===== config.mk =====
export PLATFORM = sky130hd
export DESIGN_NAME = mem_bus_arbiter
export DESIGN_NICKNAME = d
export VERILOG_FILES = /design/src/rtl/mem_bus_arbiter_pkg.sv /design/src/rtl/mem_bus_arbiter_timeout.sv /design/src/rtl/mem_bus_arbiter.sv
export SDC_FILE = /design/constraint.sdc
export NUM_CORES = 1
export LEC_CHECK = 0
export ABC_CLOCK_PERIOD_IN_PS = 5500
export CORE_ASPECT_RATIO = 1.2
export CORE_UTILIZATION = 29
export DETAILED_ROUTE_END_ITERATION = 8
export PLACE_DENSITY = 0.87
export SETUP_SLACK_MARGIN = 0.02
export SLEW_MARGIN = 15
export SYNTH_ARGS = -nofsm -noshare
export SYNTH_HDL_FRONTEND = slang
export SYNTH_SLANG_ARGS = --single-unit

===== constraint.sdc =====
create_clock -name clk -period 5.5 [get_ports clk]
set_input_delay 0.825 -clock clk [delete_from_list [all_inputs] [get_ports clk]]
set_output_delay 0.825 -clock clk [all_outputs]
set_load 0.005 [all_outputs]

===== src/rtl/mem_bus_arbiter_pkg.sv =====
// Shared types for the fetch/data memory bus arbiter.
// Grant FSM state encoding and master indices used for round-robin history.
package mem_bus_pkg;

  typedef enum logic [1:0] {
    ARB_IDLE,
    ARB_GNT0,
    ARB_GNT1
  } arb_state_t;

  localparam int M_FETCH = 0;
  localparam int M_DATA  = 1;

endpackage


===== src/rtl/mem_bus_arbiter_timeout.sv =====
// Ack-wait counter: expire is combinational in the cycle the count reaches LIMIT-1 while en.
// No backpressure; clr has priority over en, and LIMIT = 0 never expires.
module bus_timeout_counter #(
  parameter int WIDTH = 8,
  parameter int LIMIT = 255
) (
  input  logic clk,
  input  logic rst,
  input  logic clr,
  input  logic en,
  output logic expire
);

  localparam logic [WIDTH-1:0] LAST = WIDTH'((LIMIT > 0) ? LIMIT - 1 : 0);

  logic [WIDTH-1:0] cnt;

  assign expire = (LIMIT > 0) && en && (cnt == LAST);

  always_ff @(posedge clk) begin
    if (rst || clr || expire) begin
      cnt <= '0;
    end else if (en) begin
      cnt <= cnt + WIDTH'(1);
    end
  end

endmodule


===== src/rtl/mem_bus_arbiter.sv =====
// Two-master Wishbone arbiter (fetch M0, data M1): 1-cycle grant, zero-latency request/ack paths.
// Owner holds the bus until its cyc drops or its ack timeout fires; the loser simply waits with cyc high.
module mem_bus_arbiter
  import mem_bus_pkg::*;
#(
  parameter int ADDR_W      = 16,
  parameter int DATA_W      = 32,
  parameter int TIMEOUT_CYC = 255
) (
  input  logic              clk,
  input  logic              rst,
  input  logic              m0_cyc_i,
  input  logic              m0_stb_i,
  input  logic [ADDR_W-1:0] m0_adr_i,
  output logic              m0_ack_o,
  output logic              m0_err_o,
  input  logic              m1_cyc_i,
  input  logic              m1_stb_i,
  input  logic              m1_we_i,
  input  logic [ADDR_W-1:0] m1_adr_i,
  input  logic [DATA_W-1:0] m1_dat_i,
  output logic              m1_ack_o,
  output logic              m1_err_o,
  output logic              s_cyc_o,
  output logic              s_stb_o,
  output logic              s_we_o,
  output logic [ADDR_W-1:0] s_adr_o,
  output logic [DATA_W-1:0] s_dat_o,
  input  logic              s_ack_i,
  input  logic [DATA_W-1:0] s_dat_i,
  output logic [DATA_W-1:0] m_dat_o,
  output logic [1:0]        gnt_o
);

  localparam int TO_W = (TIMEOUT_CYC > 2) ? $clog2(TIMEOUT_CYC) : 1;

  arb_state_t state, state_nxt;
  logic       last_gnt;
  logic       owner_cyc, owner_stb;
  logic       rel_bus, expire, to_en, to_clr;

  always_comb begin
    owner_cyc = 1'b0;
    owner_stb = 1'b0;
    case (state)
      ARB_GNT0: begin
        owner_cyc = m0_cyc_i;
        owner_stb = m0_stb_i;
      end
      ARB_GNT1: begin
        owner_cyc = m1_cyc_i;
        owner_stb = m1_stb_i;
      end
      default: ;
    endcase
  end

  // Timeout only counts cycles the owner is actually waiting on the slave.
  assign to_en   = (state != ARB_IDLE) && owner_stb && !s_ack_i;
  assign rel_bus = (state != ARB_IDLE) && (!owner_cyc || expire);
  assign to_clr  = s_ack_i || !owner_stb || (state_nxt != state);

  bus_timeout_counter #(
    .WIDTH (TO_W),
    .LIMIT (TIMEOUT_CYC)
  ) u_timeout (
    .clk    (clk),
    .rst    (rst),
    .clr    (to_clr),
    .en     (to_en),
    .expire (expire)
  );

  always_ff @(posedge clk) begin
    if (rst) begin
      state    <= ARB_IDLE;
      last_gnt <= 1'(M_DATA);
    end else begin
      state <= state_nxt;
      if (rel_bus) begin
        last_gnt <= (state == ARB_GNT1) ? 1'(M_DATA) : 1'(M_FETCH);
      end
    end
  end

  // A releasing owner hands straight to a waiting peer, so there is no IDLE bubble.
  always_comb begin
    state_nxt = state;
    case (state)
      ARB_IDLE: begin
        if (m0_cyc_i && m1_cyc_i) begin
          state_nxt = (last_gnt == 1'(M_DATA)) ? ARB_GNT0 : ARB_GNT1;
        end else if (m0_cyc_i) begin
          state_nxt = ARB_GNT0;
        end else if (m1_cyc_i) begin
          state_nxt = ARB_GNT1;
        end
      end
      ARB_GNT0: if (rel_bus) state_nxt = m1_cyc_i ? ARB_GNT1 : ARB_IDLE;
      ARB_GNT1: if (rel_bus) state_nxt = m0_cyc_i ? ARB_GNT0 : ARB_IDLE;
      default:  state_nxt = ARB_IDLE;
    endcase
  end

  always_comb begin
    gnt_o    = 2'b00;
    s_cyc_o  = 1'b0;
    s_stb_o  = 1'b0;
    s_we_o   = 1'b0;
    s_adr_o  = '0;
    s_dat_o  = '0;
    m0_ack_o = 1'b0;
    m1_ack_o = 1'b0;
    m0_err_o = 1'b0;
    m1_err_o = 1'b0;
    case (state)
      ARB_GNT0: begin
        gnt_o    = 2'b01;
        s_cyc_o  = m0_cyc_i;
        s_stb_o  = m0_stb_i;
        s_adr_o  = m0_adr_i;
        m0_ack_o = s_ack_i & m0_stb_i;
        m0_err_o = expire;
      end
      ARB_GNT1: begin
        gnt_o    = 2'b10;
        s_cyc_o  = m1_cyc_i;
        s_stb_o  = m1_stb_i;
        s_we_o   = m1_we_i;
        s_adr_o  = m1_adr_i;
        s_dat_o  = m1_dat_i;
        m1_ack_o = s_ack_i & m1_stb_i;
        m1_err_o = expire;
      end
      default: ;
    endcase
  end

  assign m_dat_o = s_dat_i;

endmodule


# After elaboration in Yosys (flattened, before gate mapping)
# Index checks and enable logic that the tools add are counted.
totals:
  reg_bits: 11
  inputBits: 104
  out_inout_bits: 89
  elab_cells: 45
op_classes:
  addsub: 1
  n_eq_ne: 4
  n_mux: 20
  bitwise_logic: 2
  reduce_logical: 15
op_table:
  columns: ["op", "count"]
  rows:
  - ["2-to-1 mux 32 bit", 1]
  - ["one-hot mux 16 bit (2 select lines)", 1]
  - ["2-to-1 mux 2 bit", 7]
  - ["adder 8 x 1 -> 8 bit (second input constant)", 1]
  - ["== test 8 bit (second input constant)", 1]
  - ["2-to-1 mux 1 bit", 7]
  - ["one-hot mux 2 bit (3 select lines)", 1]
  - ["logical AND 1 bit", 5]
  - ["logical OR 1 bit", 5]
  - ["one-hot mux 1 bit (2 select lines)", 2]
  - ["one-hot mux 2 bit (2 select lines)", 1]
  - ["logical NOT 1 bit", 3]
  - ["AND 1 bit", 2]
  - ["== test 2 x 1 -> 1 bit (second input constant)", 1]
  - ["== test 2 bit (second input constant)", 1]
  - ["logical NOT 2 bit", 1]
  - ["!= test 2 bit", 1]
  - ["nonzero test 2 bit", 1]

# Logic depth before layout (Yosys ltp)
# Gate-level depths: netlist (run 1).
logic_depth:
  word_depth: 13
  mapped_depth: 9
  mapped_depth_nobuf: 8

# By module
# A second synthesis (run 1) with hierarchy kept.
hier_totals:
  hier_cells: 218
  hier_area_um2: 1637.8
by_module_without_submodules:
  columns: ["module", "n_inst", "cells_per_inst", "area_each_um2", "seq_area_each_um2"]
  rows:
  - ["mem_bus_arbiter", 1, 174, 1217.4, 60.1]
  - ["bus_timeout_counter", 1, 44, 420.4, 160.2]

# Worst setup path after synthesis (run 1)
# Ideal clock, no wire load.
synth_path:
  kind: "flip-flop to output port"
  from: "register state[1]"
  to: "output port m0_err_o"
  arrival_time_ps: 1656
  t_required_ps: 4675
  slack_ps: 3019
  path_stages_with_launch: 8
  path_buffers: 1
  cell_sequence: "dfxtp_1 -> inv_1 -> ha_1 -> buf_2 -> nor3b_2 -> nand2_1 -> nor2_1 -> and2_1"
synth_between:
  elab_chain_cells: 6
  elab_cells_between_ends: 8
  classes_between: "eq/ne (2); mux (2); reduce/logical (4)"
synth_rtl:
  columns: ["item", "line", "source"]
  rows:
  - ["from (decl)", "mem_bus_arbiter.sv:37", "arb_state_t state, state_nxt;"]
  - ["from (signal assigned)", "mem_bus_arbiter.sv:79", "state <= state_nxt;"]
  - ["== test 2 bit or == test 2 x 1 -> 1 bit (tied branches)", "mem_bus_arbiter.sv:45, mem_bus_arbiter.sv:116", null]
  - ["one-hot mux 1 bit (2 select lines)", "mem_bus_arbiter.sv:45", "case (state)"]
  - ["logical AND 1 bit (2 in a row)", "mem_bus_arbiter.sv:59", "assign to_en = (state != ARB_IDLE) && owner_stb && !s_ack_i;"]
  - ["logical AND 1 bit", "mem_bus_arbiter_timeout.sv:18", "assign expire = (LIMIT > 0) && en && (cnt == LAST);"]
  - ["2-to-1 mux 1 bit (*)", "mem_bus_arbiter.sv:116", "case (state)"]
  - ["to (decl)", "mem_bus_arbiter.sv:16", "output logic m0_err_o,"]
# Every way passes the cells marked *; elsewhere a longest branch is shown, timed or not.

# Final worst setup path (run 1)
layout_path:
  from: "register state[1]"
  to: "output port m1_err_o"
layout_between:
  elab_chain_cells: 6
  elab_cells_between_ends: 8
  classes_between: "eq/ne (2); mux (2); reduce/logical (4)"
layout_rtl:
  columns: ["item", "line", "source"]
  rows:
  - ["== test 2 bit or == test 2 x 1 -> 1 bit (tied branches)", "mem_bus_arbiter.sv:45, mem_bus_arbiter.sv:116", null]
  - ["one-hot mux 1 bit (2 select lines)", "mem_bus_arbiter.sv:45", null]
  - ["logical AND 1 bit (2 in a row)", "mem_bus_arbiter.sv:59", null]
  - ["logical AND 1 bit", "mem_bus_arbiter_timeout.sv:18", null]
  - ["2-to-1 mux 1 bit (*)", "mem_bus_arbiter.sv:116", null]
  - ["to (decl)", "mem_bus_arbiter.sv:23", "output logic m1_err_o,"]
# Marks and branches as above.

==> flow_summary.yaml, run 1 <==
outcome:
  status: "finished, final reports clean"
pwr:
  p_total_mw: 0.598
  p_leak_nw: 0.983
  ir_worst_vdd_v: 0.000124
  power.density_mw_per_mm2: 219
grt:
  first_global_vias: 1776
  grt_start_max_net_pins: 40
  grt_pass1_wl_mm: 9.64
  antenna_found_initial: 0
  grt_util_all_layers: 0.212
  grt-ovfl-total: 0
final_layout:
  drive_gt1_frac: 0.0503
  register_area_um2: 220
  layout_common_cells: "clkdlybuf4s50_1, and2_1, nor2b_1"
  area_growth_pct: 71.1
  postLayoutCoreUtil: 0.516
  finalInstanceArea_mm2: 0.00273
  nNetsFinal: 411
  multi_input_area_mm2: 0.00107
  n_fill_cell: 488
  final_common_cell: "clkdlybuf4s50_1"
  n_antenna_cell: 0
floorplan:
  rows: 29
  die_height_um: 83.3
  floorplan.initialDensity: 0.301
  pin_count: 193
  core_mm2: 0.00530
  dieArea_mm2: 0.00581
  fp.dieW_um: 69.7
worst_hold_path:
  hold_path.class: "reg2reg"
  hp-start: "u_timeout.cnt[4]"
place:
  dp_hpwl_mm: 5.14
  portBuffers: 128
  placed_cell_area_mm2: 0.00269
  globalplace.congestion: 0.835
clocking:
  cts_repair_resize_count: 0
  postCtsHoldBufs: 0
  root_buffer: "clkbuf_8"
  clock_sink_count: 11
  post_cts_buffers: 0
  clk_latency_ps: 240
  cts_max_path_buffers: 2
  clk_pin_slew_worst_paths_ps: 50
  numCtsBuffers: 3
  htree_levels: 1
  cts_tree: "yes"
logic_synthesis:
  synth_top_area_cell: "buf_4"
  synthesis.area_mm2: 0.00160
  yosys_warnings: 0
  synth.avg_cell_area_um2: 7.71
  synth.lib_cells_used.distinct: 44
  synth-seq-area-share: 0.138
  synth_cells: 207
  netlist.area_leader.share: 0.150
  syn-num-nets: 319
  ys_ff_latch: 11
  synth_area_leaders: "buf_4, and2_1, dfxtp_1"
timing:
  finalClockSkew_ps: 6.30
  setup_violations: 0
  drv_slew: 0
  slew_headroom: 0.534
  finalCritPeriodShare: 0.672
  fmax_mhz: 270
  period_needed_ps: 3700
  holdWs_ps: 566
  rsz0062_at_grt: "no"
  fin_setup_tns_ps: 0
  worst_pin_slew_ps: 695
  finalHoldViolations: 0
routing:
  wirelength_mm: 6.55
  drtAntennaViolNets: 0
  via_per_inst: 5.09
  dr.pass1.iters: 4
  drc: 0
  dr_total_vias: 1832
  wl_per_cell_um: 18.2
  drtIter0Drc: 105
worst_setup_path:
  start_kind: "register"
  reg2reg_from: "state[0]"
  cp-startpoint: "state[1]"
  critPathMaxFanout: 20
  r2r_slack_ps: 2370
  critPathRequiredTime_ps: 4680
  endpoint_kind: "output port"
  arrival_ps: 2870
  criticalPathCategory: "reg2out"
job:
  cap_violations: 0
cell type report:
type / count / share of cell area
clock buffer: 4 / 0.0165
multi-input combinational: 148 / 0.393
timing repair buffer: 130 / 0.475
sequential: 11 / 0.0806
inverter: 5 / 0.00687
tap: 62 / 0.0284
synth_stat cells (all sizes together):
cell / number
a222oi: 1
o211ai: 1
xor2: 2
nand4b: 1
buf: 34
dfxtp: 11
nor3b: 2
a32o: 1
nor4: 8
and3: 4
nand2b: 2
nor2: 4
inv: 5
a31oi: 1
nor3: 3
a22o: 2
o21a: 1
nand4: 1
a32oi: 1
nor2b: 18
a21oi: 2
o221ai: 1
nand3: 5
mux2i: 1
o21ai: 2
or3: 2
a22oi: 17
and4: 1
xnor2: 5
clkbuf: 9
a211o: 1
and2: 37
a2111oi: 1
a211oi: 1
or2: 2
nand2: 9
ha: 8
kinds of logic (layout without fill, tap and decap cells):
kind of cell,after synthesis,after routing,synth area share
buffers and inverters,48,139,0.190
XOR/XNOR,7,7,0.0384
flip-flops,11,11,0.138
adder cells (fa/ha/maj),8,8,0.0627
AO/OA/AOI/OAI,33,33,0.179
AND/OR/NAND/NOR,99,99,0.386
multiplexers,1,1,0.00627
worst max-delay path: stages, from the launching register on:
cell             delay [ps]
dfxtp_1                 500
inv_1                   170
ha_1                    600
nor3b_2                 310
nand2_1                 210
nor2_1                  180
and2_1                  160
clkdlybuf4s50_1         500
metrics by stage:
step,instances,setup slack [ps]
CTS,360,1830
floorplan,207,3020
detailed placement,356,2050
finish,360,1800
global placement,356,2100
global route,360,1560
metal layers:
layer  global-route usage  vias to the layer above  wire (um)
met5                    0                        -          0
met4               0.0564                        0         68
met3               0.0643                        6        707
met2                0.336                      115       2970
met1                0.277                      843       2810
li1                     -                      868          -
flip-flops by register name, indices dropped and copies added, names as in the netlist:
| name | flops |
|---|---|
| state | 2 |
| last_gnt | 1 |
| u_timeout.cnt | 8 |
worst paths after layout:
path / endpoint / depth (start not counted)
worst max-delay path: m1_err_o / 7
worst min-delay path: u_timeout.cnt[4] / 2
worst max register to register: u_timeout.cnt[1] / 9
worst min register to register: u_timeout.cnt[4] / 2
report_power, final:
| group | switching, mW | leakage, nW | total, mW | internal (mW) |
|---|---|---|---|---|
| clock network | 0.0307 | 0.0228 | 0.0816 | 0.0509 |
| registers | 0.00899 | 0.0893 | 0.0951 | 0.0861 |
| logic | 0.194 | 0.871 | 0.421 | 0.227 |
No activity file was read; power rests on OpenSTA's default activity.
==> run 2: changes to the inputs <==
--- a/config.mk
+++ b/config.mk
@@ -5,11 +5,11 @@
 export SDC_FILE = /design/constraint.sdc
 export NUM_CORES = 1
 export LEC_CHECK = 0
-export ABC_CLOCK_PERIOD_IN_PS = 5500
+export ABC_CLOCK_PERIOD_IN_PS = 3100
 export CORE_ASPECT_RATIO = 1.2
-export CORE_UTILIZATION = 29
+export CORE_UTILIZATION = 24
 export DETAILED_ROUTE_END_ITERATION = 8
-export PLACE_DENSITY = 0.87
+export PLACE_DENSITY = 0.76
 export SETUP_SLACK_MARGIN = 0.02
 export SLEW_MARGIN = 15
 export SYNTH_ARGS = -nofsm -noshare
==> constraint.sdc (replaced) <==
create_clock -name clk -period 3.1 [get_ports clk]
set_input_delay 0.465 -clock clk [delete_from_list [all_inputs] [get_ports clk]]
set_output_delay 0.465 -clock clk [all_outputs]
set_load 0.005 [all_outputs]
==> run 2 against run 1 <==
Non-clock buffer count increased by 4. Final area increased by 2.2%. Final cell count up 7.5%. First-iteration DRC count up 26%. Critical path depth unchanged. Largest power group unchanged. Critical path type unchanged. Count of clock-buffer cells in the layout did not move. Global-route usage decreased by 3.7 points.
==> flow_summary.yaml, run 2 (synthesis gave the netlist of run 1 again) <==
clocking:
  htree_levels: 1
  cts_max_path_buffers: 2
  cts_tree: "yes"
  root_buffer: "clkbuf_8"
  postCtsHoldBufs: 0
  clock_sink_count: 11
  clk_latency_ps: 240
  post_cts_buffers: 0
  clk_pin_slew_worst_paths_ps: 50
  numCtsBuffers: 3
pwr:
  p_total_mw: 1.07
  p_leak_nw: 1.00
  power.density_mw_per_mm2: 384
  ir_worst_vdd_v: 0.000169
floorplan:
  core_mm2: 0.00645
  fp.dieW_um: 76.5
  pin_count: 193
  dieArea_mm2: 0.00698
  die_height_um: 91.3
  rows: 32
  floorplan.initialDensity: 0.248
grt:
  grt_util_all_layers: 0.175
  grt-ovfl-total: 0
  antenna_found_initial: 0
  first_global_vias: 1792
  grt_start_max_net_pins: 36
  grt_pass1_wl_mm: 9.65
final_layout:
  largest_reg_flops: 8
  top_register: "u_timeout.cnt"
  reg_top3: "u_timeout.cnt (8), state (2), last_gnt (1)"
  layout_common_cells: "clkdlybuf4s50_1, and2_1, nor2b_1"
  final_common_cell: "clkdlybuf4s50_1"
  nNetsFinal: 415
  n_antenna_cell: 0
  drive_gt1_frac: 0.0662
  area_growth_pct: 74.8
timing:
  finalClockSkew_ps: 3.51
  worst_pin_slew_ps: 743
  drv_slew: 0
  fin_setup_tns_ps: 0
  rsz0062_at_grt: "no"
  holdWs_ps: 549
  period_needed_ps: 2860
  fmax_mhz: 349
  finalCritPeriodShare: 0.924
  setup_violations: 0
  slew_headroom: 0.501
  finalHoldViolations: 0
routing:
  dr_total_vias: 1775
  drtIter0Drc: 132
  drtAntennaViolNets: 0
  wirelength_mm: 6.27
  dr.pass1.iters: 5
  via_per_inst: 4.59
  drc: 0
  wl_per_cell_um: 16.2
place:
  globalplace.congestion: 0.920
  portBuffers: 128
  dp_hpwl_mm: 5.13
worst_setup_path:
  start_kind: "register"
  endpoint_kind: "output port"
  critPathMaxFanout: 8
  critPathRequiredTime_ps: 2630
  arrival_ps: 2400
  criticalPathCategory: "reg2out"
job:
  cap_violations: 0
outcome:
  status: "finished, final reports clean"
worst_hold_path:
  hold_path.class: "reg2reg"
## run 2: changes by cell type in the layout (fill, tap and decap cells not counted), sizes merged
cell and change:
buf +4
## run 2: report_power, final
group,leakage [nW],total [mW],switching (mW),internal [mW]
Sequential,0.0896,0.169,0.0161,0.153
Combinational,0.891,0.761,0.340,0.422
Clock,0.0228,0.142,0.0520,0.0901
## run 2: metal layers
layer  wire length [um]  up-vias  global-route usage
met2               3080       98               0.305
met5                  0        -                   0
met3                640        0              0.0714
met1               2550      806               0.206
met4                  0        0              0.0176
li1                   -      871                   -
## run 2: cell type report
cell class                      instances  area, um^2
Multi-Input combinational cell        148        1070
Sequential cell                        11         221
Timing Repair Buffer                  134        1330
Inverter                                5        18.8
Tap cell                               85         106
Clock buffer                            4        45.0
Fill cell                             640        3650
## run 2: final timing paths
kind | startpoint | slack, ps | to | cells after the start
setup / recovery | state[0] | 240 | m0_err_o | 7
hold / removal | u_timeout.cnt[7] | 550 | u_timeout.cnt[7] | 2
hold reg to reg | u_timeout.cnt[7] | 550 | u_timeout.cnt[7] | 2
setup reg to reg | state[0] | 440 | u_timeout.cnt[2] | 9
## run 2: what timing repair did
item                                    CTS  global route
resized for setup                         0             1
endpoints found under the setup margin    0             2
endpoints found under the hold margin     0             0
## run 2: stage by stage
stage | area, um^2 | worst slack, ps | cells | utilization
after detailed placement | 2750 | 382 | 383 | 0.426
after floorplan | 1600 | 845 | 207 | -
final | 2790 | 235 | 387 | 0.433
after global routing | 2790 | 57.0 | 387 | 0.433
after CTS | 2790 | 150 | 387 | 0.433
after global placement | 2750 | 445 | 383 | 0.426
## run 2: critical path, stage by stage, from the launching register on
cell and delay [ps]:
dfxtp_1 420, inv_1 150, ha_1 320, nor3b_2 230, nand2_1 220, nor2_1 190
and2_1 150, clkdlybuf4s50_1 500
